<file path="src/rtl/uart_tx_arbiter.sv">
// Round-robin arbiter sharing one UART transmitter between NUM_REQ byte producers.
// Define UART_TX_ARB_LOCK_EN to add i_lock, which keeps a requester's multi-byte message contiguous.
module uart_tx_arbiter #(
  parameter int NUM_REQ       = 4,
  parameter int DATA_BITS     = 8,
  parameter int START_TIMEOUT = 4
) (
  input  logic                         i_clk,
  input  logic                         i_rst_n,
  input  logic [NUM_REQ-1:0]           i_req,
  input  logic [NUM_REQ*DATA_BITS-1:0] i_data,
`ifdef UART_TX_ARB_LOCK_EN
  input  logic [NUM_REQ-1:0]           i_lock,
`endif
  output logic [NUM_REQ-1:0]           o_ack,
  output logic [$clog2(NUM_REQ)-1:0]   o_grant_id,
  output logic                         o_tx_write,
  output logic [DATA_BITS-1:0]         o_tx_data,
  input  logic                         i_tx_busy,
  output logic                         o_active,
  output logic                         o_err
);

  // state        | meaning
  // S_IDLE       | arbitrate; latch winner's byte and ack it
  // S_ISSUE      | wait for transmitter idle, pulse o_tx_write
  // S_WAIT_START | wait up to START_TIMEOUT cycles for busy to rise
  // S_WAIT_DONE  | wait for the frame to finish (busy low)

  localparam int ID_W = $clog2(NUM_REQ);
  localparam int TO_W = $clog2(START_TIMEOUT + 1);
  localparam logic [ID_W:0]   NUM_REQ_W = (ID_W+1)'(NUM_REQ);
  localparam logic [ID_W-1:0] LAST_RST  = ID_W'(NUM_REQ - 1);
  localparam logic [TO_W-1:0] TO_LOAD   = TO_W'(START_TIMEOUT);
  localparam logic [TO_W-1:0] TO_ONE    = TO_W'(1);

  typedef enum logic [1:0] {S_IDLE, S_ISSUE, S_WAIT_START, S_WAIT_DONE} state_t;

  state_t               state_q, state_d;
  logic [ID_W-1:0]      last_q, last_d;
  logic [ID_W-1:0]      grant_q, grant_d;
  logic [DATA_BITS-1:0] data_q, data_d;
  logic [NUM_REQ-1:0]   ack_q, ack_d;
  logic                 err_q, err_d;
  logic                 active_q, active_d;
  logic [TO_W-1:0]      to_cnt_q, to_cnt_d;

  logic [NUM_REQ-1:0]   req_eff;
  logic [ID_W:0]        cand_sum;
  logic                 win_found;
  logic [ID_W-1:0]      win_id;
  logic [DATA_BITS-1:0] win_data;

`ifdef UART_TX_ARB_LOCK_EN
  logic granted_q, granted_d;
`endif

  // Round-robin search upward from last+1, wrapping modulo NUM_REQ.
  always_comb begin
    req_eff = i_req;
`ifdef UART_TX_ARB_LOCK_EN
    if (granted_q && i_lock[last_q]) begin
      req_eff = '0;
      req_eff[last_q] = i_req[last_q];
    end
`endif
    cand_sum  = '0;
    win_found = 1'b0;
    win_id    = '0;
    for (int i = 1; i <= NUM_REQ; i++) begin
      cand_sum = {1'b0, last_q} + (ID_W+1)'(i);
      if (cand_sum >= NUM_REQ_W) cand_sum = cand_sum - NUM_REQ_W;
      if (!win_found && req_eff[cand_sum[ID_W-1:0]]) begin
        win_found = 1'b1;
        win_id    = cand_sum[ID_W-1:0];
      end
    end
  end

  always_comb begin
    win_data = '0;
    for (int k = 0; k < NUM_REQ; k++) begin
      if (win_id == ID_W'(k)) win_data = i_data[k*DATA_BITS +: DATA_BITS];
    end
  end

  always_comb begin
    state_d    = state_q;
    last_d     = last_q;
    grant_d    = grant_q;
    data_d     = data_q;
    ack_d      = '0;
    err_d      = err_q;
    to_cnt_d   = to_cnt_q;
    o_tx_write = 1'b0;
`ifdef UART_TX_ARB_LOCK_EN
    granted_d  = granted_q;
`endif
    case (state_q)
      S_IDLE: begin
        if (win_found) begin
          state_d = S_ISSUE;
          last_d  = win_id;
          grant_d = win_id;
          data_d  = win_data;
          for (int k = 0; k < NUM_REQ; k++) ack_d[k] = (win_id == ID_W'(k));
`ifdef UART_TX_ARB_LOCK_EN
          granted_d = 1'b1;
`endif
        end
      end
      S_ISSUE: begin
        if (!i_tx_busy) begin
          o_tx_write = 1'b1;
          to_cnt_d   = TO_LOAD;
          state_d    = S_WAIT_START;
        end
      end
      S_WAIT_START: begin
        if (i_tx_busy) begin
          state_d = S_WAIT_DONE;
        end else if (to_cnt_q == TO_ONE) begin
          // Transmitter never started: byte is dropped, not retried.
          err_d   = 1'b1;
          state_d = S_IDLE;
        end else begin
          to_cnt_d = to_cnt_q - TO_ONE;
        end
      end
      S_WAIT_DONE: begin
        if (!i_tx_busy) state_d = S_IDLE;
      end
      default: state_d = S_IDLE;
    endcase
    active_d = (state_d != S_IDLE);
  end

  always_ff @(posedge i_clk) begin
    if (!i_rst_n) begin
      state_q   <= S_IDLE;
      last_q    <= LAST_RST;
      grant_q   <= '0;
      data_q    <= '0;
      ack_q     <= '0;
      err_q     <= 1'b0;
      active_q  <= 1'b0;
      to_cnt_q  <= '0;
`ifdef UART_TX_ARB_LOCK_EN
      granted_q <= 1'b0;
`endif
    end else begin
      state_q   <= state_d;
      last_q    <= last_d;
      grant_q   <= grant_d;
      data_q    <= data_d;
      ack_q     <= ack_d;
      err_q     <= err_d;
      active_q  <= active_d;
      to_cnt_q  <= to_cnt_d;
`ifdef UART_TX_ARB_LOCK_EN
      granted_q <= granted_d;
`endif
    end
  end

  assign o_ack      = ack_q;
  assign o_grant_id = grant_q;
  assign o_tx_data  = data_q;
  assign o_active   = active_q;
  assign o_err      = err_q;

endmodule

</file>
<file path="config.mk">
export PLATFORM = sky130hd
export DESIGN_NAME = uart_tx_arbiter
export DESIGN_NICKNAME = d
export VERILOG_FILES = /design/src/rtl/uart_tx_arbiter.sv
export SDC_FILE = /design/constraint.sdc
export NUM_CORES = 1
export LEC_CHECK = 0
export CAP_MARGIN = 20
export CORE_MARGIN = 10
export CORE_UTILIZATION = 42
export CTS_CLUSTER_SIZE = 25
export DETAILED_ROUTE_END_ITERATION = 12
export GPL_TIMING_DRIVEN = 0
export PLACE_DENSITY = 0.79
export SLEW_MARGIN = 5
export SYNTH_ARGS = -nofsm -noshare
export SYNTH_HDL_FRONTEND = slang
export SYNTH_SLANG_ARGS = --single-unit
</file>
<file path="constraint.sdc">
create_clock -name i_clk -period 2.4 [get_ports i_clk]
set_clock_uncertainty 0.15 [all_clocks]
set_input_delay 0.48 -clock i_clk [delete_from_list [all_inputs] [get_ports i_clk]]
set_output_delay 0.48 -clock i_clk [all_outputs]
set_load 0.05 [all_outputs]
</file>
Word-level counts from Yosys, hierarchy flattened
Cells that the tools add are included.
W data, S select, Z words.
Word-level totals
  input bits: 39
  output and inout port bits: 17
  word-level logic and storage cells: 86
  flip-flop bits (word level): 23
Cells by class
  reductions and logical operators: 14
  equality and inequality tests: 10
  add/sub/neg operators: 9
  bitwise logic cells: 1
  magnitude comparators: 8
  multiplexer cells: 36
Operators with widths (count)
  $mux W8: 4
  $mux W2: 13
  $ge A3 B3 Y1 const B: 4
  $lt A2 B3 Y1 const B: 4
  $mux W1: 10
  $mux W3: 3
  $bmux W1 S2: 4
  $eq A2 B2 Y1 const B: 4
  $pmux W2 S4: 1
  $sub A2 B1 Y2 const B: 4
  $add A2 B2 Y3 const B: 2
  $ne A2 B2 Y1 const B: 3
  $pmux W3 S2: 1
  $reduce_and A3 Y1: 2
  $eq A2 B1 Y1 const B: 2
  $logic_not A2 Y1: 2
  $reduce_and A4 Y1: 1
  $reduce_bool A2 Y1: 2
  $add A2 B1 Y3 const B: 1
  $add A2 B3 Y3 const B: 1
  $eq A3 B1 Y1 const B: 1
  $logic_and A1 B1 Y1: 3
  $logic_not A1 Y1: 3
  $sub A3 B1 Y3 const B: 1
  2 further kinds: 2

Depth between registers and ports, before layout
Gate-level depths: netlist of run 1.
  depth in word-level cells: 20
  depth in mapped cells: 7
  gate-level depth less buffers: 7

Worst setup path after synthesis of run 1
OpenSTA, ideal clock, no wires.
  path kind: input to register
  start point: input port i_req[0]
  end point: register data_q[3], in the netlist o_tx_data[3]
  arrival time: 1.806 ns
  slack: 0.323 ns
  data required time: 2.128 ns
  cell stages on the path: 5
  buffers on the path: 0
  setup time: 0.122 ns
  path through: o211a_1 -> or2_1 -> nor2_2 -> mux2_2 -> a221o_1
Between the ends
  cells in the longest elaborated chain, start to end: 17
  elaborated cells on any way between the ends: 31
  those cells by class: eq/ne: 3; mux: 20; reduce/logical: 8
RTL lines
  start, declared: RTL line 10  | input logic [NUM_REQ-1:0] i_req,
  $bmux W1 S2: RTL line 73  | if (!win_found && req_eff[cand_sum[ID_W-1:0]]) begin
  $mux W1 (implied by the code): RTL line 73
  $mux W1: RTL line 73
  $logic_not A1 Y1: RTL line 73
  $logic_and A1 B1 Y1: RTL line 73
  $mux W1: RTL line 73
  $logic_not A1 Y1: RTL line 73
  $logic_and A1 B1 Y1: RTL line 73
  $mux W1: RTL line 73
  $logic_not A1 Y1: RTL line 73
  $logic_and A1 B1 Y1: RTL line 73
  $mux W2: RTL line 73
  $logic_not A2 Y1: RTL line 83  | if (win_id == ID_W'(k)) win_data = i_data[k*DATA_BITS +: DATA_BITS];
  $mux W8 (4 in series): RTL line 83
  end signal, assigned: RTL line 155  | data_q <= data_d;
  end, declared: RTL line 42  | logic [DATA_BITS-1:0] data_q, data_d;
Several ways; a longest one is shown, not always the timed one. The select of a mux whose other input is x is not followed.
A chain may end at the register's enable or synchronous reset.

Worst setup path after layout of run 1
Same ends and word-level chain as after synthesis.

==> results of run 1 <==
-- worst paths after layout --
check | slack, ns | depth (start not counted) | start | end
worst max-delay path | 0.07 | 6 | i_req[0] | o_tx_data[3]
worst min-delay path | 0.31 | 2 | to_cnt_q[1] | to_cnt_q[1]
worst max register to register | 0.42 | 5 | last_q[1] | o_tx_data[3]
worst min register to register | 0.31 | 2 | to_cnt_q[1] | to_cnt_q[1]
-- cell usage after synthesis, types with 2 or more instances --
master	number
sky130_fd_sc_hd__nor2b_1	3
sky130_fd_sc_hd__a32oi_1	7
sky130_fd_sc_hd__dfxtp_1	23
sky130_fd_sc_hd__nor3_1	5
sky130_fd_sc_hd__mux2_2	2
sky130_fd_sc_hd__ha_1	2
sky130_fd_sc_hd__a22oi_1	7
sky130_fd_sc_hd__o21a_1	7
sky130_fd_sc_hd__clkbuf_1	3
sky130_fd_sc_hd__nand2b_1	4
sky130_fd_sc_hd__a21oi_1	15
sky130_fd_sc_hd__nand3_1	7
sky130_fd_sc_hd__nor2_1	17
sky130_fd_sc_hd__o21ai_0	20
sky130_fd_sc_hd__buf_2	3
sky130_fd_sc_hd__inv_1	6
sky130_fd_sc_hd__nand2_1	14
-- cells by family after synthesis --
logic type	Yosys count
AND/OR/NAND/NOR	60
adder cells (fa/ha/maj)	2
buffers and inverters	14
flip-flops	23
AO/OA/AOI/OAI	68
multiplexers	3
-- timing repair --
| action | in CTS | in global routing |
|---|---|---|
| pin swaps | 0 | 1 |
| endpoints found under the setup margin | 2 | 2 |
| buffers inserted | 0 | 0 |
| gates resized for setup | 2 | 3 |
-- metrics by stage --
step / worst slack, ns / TNS (ns)
after floorplan: 0.3226 / 0
after global placement: -0.3198 / -1.846
after detailed placement: -0.3652 / -2.064
after CTS: 0.04244 / 0
after global routing: 0.003418 / 0
final: 0.06714 / 0
-- worst max-delay path, stage by stage --
cell and delay (ns):
sky130_fd_sc_hd__clkdlybuf4s50_1 0.49, sky130_fd_sc_hd__o211a_1 0.26, sky130_fd_sc_hd__or2_1 0.32, sky130_fd_sc_hd__nor2_4 0.19, sky130_fd_sc_hd__mux2_2 0.36, sky130_fd_sc_hd__a221o_1 0.31
-- power by group --
part	internal (W)	total, W	switching [W]
sequential	0.000428	0.000461	0.0000325
clock	0.0000650	0.000181	0.000116
combinational	0.000227	0.000560	0.000333
total	0.000720	0.00120	0.000482
-- area by class of cell --
cell class	instances	area [sq um]	area share (%)
buffer	8	43.79	2.235
inverter	6	22.52	1.149
timing repair buffer	55	551.8	28.16
tap	44	55.05	2.810
multi-input combinational	133	799.5	40.80
sequential	23	460.4	23.50
clock buffer	4	26.28	1.341
-- state kept, by name (all words and copies together) (netlist names) --
register / flops
o_err: 1
o_grant_id: 2
state_q: 2
o_tx_data: 8
o_active: 1
last_q: 2
o_ack: 4
to_cnt_q: 3
-- layout by cell type (no fill, tap or decap), types with 5 or more instances in the layout --
cell type / n
sky130_fd_sc_hd__clkdlybuf4s50_1: 53
sky130_fd_sc_hd__dfxtp_1: 23
sky130_fd_sc_hd__o21ai_0: 20
sky130_fd_sc_hd__nor2_1: 17
sky130_fd_sc_hd__a21oi_1: 15
sky130_fd_sc_hd__nand2_1: 14
sky130_fd_sc_hd__a32oi_1: 7
sky130_fd_sc_hd__a22oi_1: 7
sky130_fd_sc_hd__nand3_1: 7
sky130_fd_sc_hd__o21a_1: 7
sky130_fd_sc_hd__inv_1: 6
sky130_fd_sc_hd__nor3_1: 5
-- metal layers --
metal | wire [um] | vias up | track usage, % | part of all wire (%)
met2 | 2100 | 39 | 24.23 | 49
met1 | 1922 | 717 | 17.55 | 45
met3 | 161 | 6 | 3.538 | 3.8
met5 | 0 | - | 0 | 0
met4 | 68 | 0 | 4.647 | 1.6
li1 | - | 741 | - | -
==> flow_metrics.env, run 1 <==
export IMPL_final_core_utilization_pct=64.71
export IMPL_worst_setup_hold_path_clk_slew_ns=0.13
export IMPL_ctsHoldBuffers=0
export IMPL_grt_antenna_before_repair=0
export IMPL_dpl_instance_area_sq_um=1926
export IMPL_cp_start_kind="input port"
export IMPL_hpwl_um=3376
export IMPL_routed_via_count=1503
export IMPL_arrival_ns=2.41
export IMPL_maxSlewHeadroom_pct=60.38
export IMPL_ir_drop_v=0.0003758
export IMPL_netlist_area_leader_share_pct=34.88
export IMPL_grt_pass1_vias=1408
export IMPL_layout_area_overhead_vs_synth_pct=48.44
export IMPL_layout_fillers=276
export IMPL_drv_cap=0
export IMPL_postSynth_asyncResetShare_pct=0
export IMPL_adder_cell_fraction_of_synth_area_pct=1.896
export IMPL_io_buffer_count=55
export IMPL_report_final_slew_viol_count=0
export IMPL_dr_pass1_iters=4
export IMPL_layout_worst_path_cycle_share_pct=97.20
export IMPL_synth_area_top_cells="sky130_fd_sc_hd__dfxtp_1 35%, sky130_fd_sc_hd__o21ai_0 7.6%, sky130_fd_sc_hd__a21oi_1 5.7%, sky130_fd_sc_hd__nor2_1 4.8%, sky130_fd_sc_hd__a32oi_1 4.6%"
export IMPL_drt_first_iter_violations=96
export IMPL_hold_class="register to register"
export IMPL_syn_mean_instance_area_sq_um=7.765
export IMPL_overflow=0
export IMPL_synthCells=170
export IMPL_leakagePower_nw=0.7531
export IMPL_effective_utilization_at_floorplan_pct=43.60
export IMPL_run_status="completed"
export IMPL_synth_top_family_by_area="compound AO/OA/AOI/OAI gates"
export IMPL_worstSetupPathType="input port to register"
export IMPL_post_synth_design_cell_area_sq_um=1320
export IMPL_synth_compound_gate_area_share_pct=33.27
export IMPL_finalPower_w=0.001202
export IMPL_finalSetupViolations=0
export IMPL_synthesis_yosys_warnings=0
export IMPL_avgRoutedWirePerCell_um=15.58
export IMPL_final_hold_violation_count=0
export IMPL_gr_usage_total_pct=14.44
export IMPL_first_pass_grt_wire_length_um=7038
export IMPL_cts_buffer_depth=2
export IMPL_minimum_period_implied_by_the_final_worst_setup_slack_ns=2.333
export IMPL_number_of_buffers_inserted_during_clock_tree_synthesis=3
export IMPL_synth_xor_xnor_area_share_pct=0
export IMPL_routed_via_density=5.505
export IMPL_clk_root_buffer_cell="sky130_fd_sc_hd__clkbuf_4"
export IMPL_synth_edff_count=0
export IMPL_synth_mux_area_fraction_pct=2.464
export IMPL_num_clock_sinks=23
export IMPL_gp_routability_congestion=0.7905
export IMPL_placeableCoreArea_sq_um=3028
export IMPL_dieHeight_um=76.06
export IMPL_fmax_mhz=428.7
export IMPL_htree_levels=1
export IMPL_die_x_um=76.06
export IMPL_antenna_left=0
export IMPL_syn_num_nets=211
export IMPL_worstSetupEndpointType="register"
export IMPL_inserted_diodes=0
export IMPL_post_synth_num_cell_types=42
export IMPL_wl_um=4252
export IMPL_synth_yosys_seq_area_share_pct=34.88
export IMPL_yosys_area_share_simple_pct=22.56
export IMPL_die_outline_area_sq_um=5785
export IMPL_largest_net_degree_at_the_start_of_global_routing=13
export IMPL_count_of_standard_cell_rows=20
export IMPL_finalNonFillerCells=273
export IMPL_finalInstanceArea_sq_um=1959
export IMPL_power_density_nw_per_um2=613.6
export IMPL_layout_drive_gt1_share_pct=7.860
export IMPL_post_place_cells=269
export IMPL_synth_top_flop_cell="sky130_fd_sc_hd__dfxtp_1"
export IMPL_design_final_nets=271
export IMPL_rsz_0062_raised_after_global_routing="false"
export IMPL_critical_path_required_ns=2.47
export IMPL_floorplan_io_pins=56
export IMPL_synth_top_area_cell="sky130_fd_sc_hd__dfxtp_1"
export IMPL_fin_worst_hold_slack_ns=0.3140
export IMPL_worst_skew_pair_late_latency_ns=0.32
export IMPL_total_of_flip_flops_plus_latches_after_synthesis=23
export IMPL_worstPathMaxFanout=6
export IMPL_tightestPinTransition_ns=0.5904
export IMPL_drc_errors=0
export IMPL_clock_tree_from_tritoncts="done"
Note: power is estimated with default switching activity, not from simulation.
==> run 2: changes to the inputs <==
--- a/config.mk
+++ b/config.mk
@@ -5,13 +5,14 @@
 export SDC_FILE = /design/constraint.sdc
 export NUM_CORES = 1
 export LEC_CHECK = 0
-export CAP_MARGIN = 20
+export CORE_ASPECT_RATIO = 2
 export CORE_MARGIN = 10
 export CORE_UTILIZATION = 42
 export CTS_CLUSTER_SIZE = 25
 export DETAILED_ROUTE_END_ITERATION = 12
 export GPL_TIMING_DRIVEN = 0
 export PLACE_DENSITY = 0.79
+export REMOVE_ABC_BUFFERS = 1
 export SLEW_MARGIN = 5
 export SYNTH_ARGS = -nofsm -noshare
 export SYNTH_HDL_FRONTEND = slang
==> flow_metrics.env, run 2 (synthesis results as in run 1) <==
export IMPL_critical_path_required_ns=2.43
export IMPL_regToRegEndpoint="o_tx_data[2]"
export IMPL_gp_routability_congestion=0.8653
export IMPL_finalSetupViolations=0
export IMPL_hold_class="register to register"
export IMPL_inserted_diodes=0
export IMPL_placeableCoreArea_sq_um=2978
export IMPL_rsz_0062_raised_after_global_routing="false"
export IMPL_htree_levels=1
export IMPL_arrival_ns=2.36
export IMPL_routed_via_count=1483
export IMPL_layout_common_cells="50 x sky130_fd_sc_hd__clkdlybuf4s50_1, 23 x sky130_fd_sc_hd__dfxtp_1, 20 x sky130_fd_sc_hd__o21ai_0, 16 x sky130_fd_sc_hd__nor2_1, 14 x sky130_fd_sc_hd__a21oi_1"
export IMPL_worst_r2r_setup_slack_ns=0.38
export IMPL_tightestPinTransition_ns=0.6697
export IMPL_hpwl_um=3410
export IMPL_power_internal_w=0.0007749
export IMPL_maxSlewHeadroom_pct=55.35
export IMPL_dr_pass1_iters=4
export IMPL_post_route_setup_tns_ns=0
export IMPL_effective_utilization_at_floorplan_pct=44.33
export IMPL_hold_start="o_grant_id[1]"
export IMPL_finalPower_w=0.001280
export IMPL_reg_to_reg_start="state_q[0]"
export IMPL_final_core_utilization_pct=66.13
export IMPL_worstSetupPathType="input port to register"
export IMPL_switching_share_pct=39.46
export IMPL_design_final_nets=265
export IMPL_clock_tree_from_tritoncts="done"
export IMPL_drt_first_iter_violations=34
export IMPL_mostFrequentLayoutCell="sky130_fd_sc_hd__clkdlybuf4s50_1"
export IMPL_layout_worst_path_cycle_share_pct=97.25
export IMPL_power_switching_w=0.0005050
export IMPL_final_hold_violation_count=0
export IMPL_worstPathMaxFanout=13
export IMPL_wl_um=4418
export IMPL_worstSetupEndpointType="register"
export IMPL_antenna_left=0
export IMPL_num_clock_sinks=23
export IMPL_dieHeight_um=99.28
export IMPL_drc_errors=0
export IMPL_gr_usage_total_pct=14.91
export IMPL_overflow=0
export IMPL_number_of_buffers_inserted_during_clock_tree_synthesis=3
export IMPL_layout_area_overhead_vs_synth_pct=49.19
export IMPL_floorplan_io_pins=56
export IMPL_worst_setup_hold_path_clk_slew_ns=0.08
export IMPL_clk_root_buffer_cell="sky130_fd_sc_hd__clkbuf_8"
export IMPL_layout_drive_gt1_share_pct=9.865
export IMPL_cp_start_kind="input port"
export IMPL_ir_drop_v=0.0004284
export IMPL_fmax_mhz=428.5
export IMPL_grt_pass1_vias=1552
export IMPL_first_pass_grt_wire_length_um=7231
export IMPL_largest_net_degree_at_the_start_of_global_routing=16
export IMPL_power_density_nw_per_um2=649.9
export IMPL_routed_via_density=5.862
export IMPL_run_status="completed"
export IMPL_ff2ff_path_depth=5
export IMPL_io_buffer_count=55
export IMPL_leakagePower_nw=0.7615
export IMPL_clockPowerShare_pct=19.8
export IMPL_report_final_slew_viol_count=0
export IMPL_die_x_um=59.64
export IMPL_avgRoutedWirePerCell_um=17.46
export IMPL_drv_cap=0
export IMPL_cts_buffer_depth=2
export IMPL_minimum_period_implied_by_the_final_worst_setup_slack_ns=2.334
export IMPL_largest_register_ffs=8
export IMPL_count_of_standard_cell_rows=28
export IMPL_timing_hold_worst_endpoint="o_grant_id[1]"
export IMPL_worst_skew_pair_late_latency_ns=0.27
export IMPL_seq_power_share_pct=36.4
export IMPL_die_outline_area_sq_um=5921
export IMPL_grt_antenna_before_repair=0
export IMPL_worstHoldPathCells=2
export IMPL_power_share_combinational_pct=43.9
==> run 2: changes by cell type in the layout (fill, tap and decap cells not counted), moves of 2 or more <==
cell / delta
sky130_fd_sc_hd__buf_2: -3
sky130_fd_sc_hd__buf_4: +2
sky130_fd_sc_hd__clkbuf_1: -3
sky130_fd_sc_hd__clkbuf_2: -2
sky130_fd_sc_hd__clkbuf_4: -3
sky130_fd_sc_hd__clkbuf_8: +3
sky130_fd_sc_hd__clkdlybuf4s50_1: -3
sky130_fd_sc_hd__dlymetal6s2s_1: +2
==> run 2: worst max-delay path, stage by stage <==
cell and delay [ns]:
sky130_fd_sc_hd__clkdlybuf4s50_1 0.48, sky130_fd_sc_hd__or4_4 0.61, sky130_fd_sc_hd__nand2_2 0.27, sky130_fd_sc_hd__or3_4 0.25, sky130_fd_sc_hd__a22oi_1 0.09, sky130_fd_sc_hd__o21a_1 0.19
==> run 2: metrics by stage <==
step | area (sq um) | hold WS, ns | setup slack [ns] | instances
3_3_place_gp | 1866 | 0.2940 | -0.4568 | 247
4_1_cts | 1934 | 0.3132 | 0.0007714 | 251
2_1_floorplan | 1277 | 0.2863 | 0.2388 | 162
5_1_grt | 1969 | 0.3471 | 0.007826 | 253
6_report | 1969 | 0.3104 | 0.06603 | 253
3_5_place_dp | 1866 | 0.3011 | -0.4926 | 247
==> run 2: routing by layer <==
layer / global-route usage (%) / vias to the layer above / part of all wire, %
met3: 2.930 / 12 / 5.7
li1: - / 728 / -
met4: 7.813 / 0 / 3.2
met1: 14.61 / 704 / 36
met2: 27.23 / 39 / 56
met5: 0 / - / 0
==> run 2: final cells by class <==
cell class	instances	area, sq um
inverters	6	22.52
well taps	30	37.54
clock inverters	1	7.507
multi-input cells	133	828.3
clock buffers	3	41.29
repair buffers	57	571.8
fillers	248	1008
flip-flops and latches	23	460.4
==> run 2: how the worst max path moves through the flow <==
stage | from | to | slack, ns | cells past startpoint
5_1_grt | i_tx_busy | o_tx_write | 0.008 | 3
3_5_place_dp | i_req[3] | o_tx_data[2] | -0.49 | 6
4_1_cts | i_req[3] | o_tx_data[3] | 0.0008 | 6
3_3_place_gp | i_req[1] | o_tx_data[3] | -0.46 | 6
2_1_floorplan | i_req[0] | o_tx_data[3] | 0.24 | 5
6_report | i_req[2] | o_tx_data[0] | 0.07 | 6
==> run 2: timing repair <==
item / CTS / global route
pin swaps: 0 / 2
setup buffers: 0 / 2
gates resized for setup: 9 / 6
hold buffers: 0 / 0
setup endpoints to repair: 11 / 9
==> run 2: power by group through the flow <==
stage / registers (W) / logic, W / clock network, W
floorplan: 0.000580 / 0.000226 / 0
CTS: 0.000465 / 0.000548 / 0.000254
detailed placement: 0.000474 / 0.000534 / 0
finish: 0.000465 / 0.000562 / 0.000253
global route: 0.000472 / 0.000608 / 0.000268
global placement: 0.000471 / 0.000522 / 0
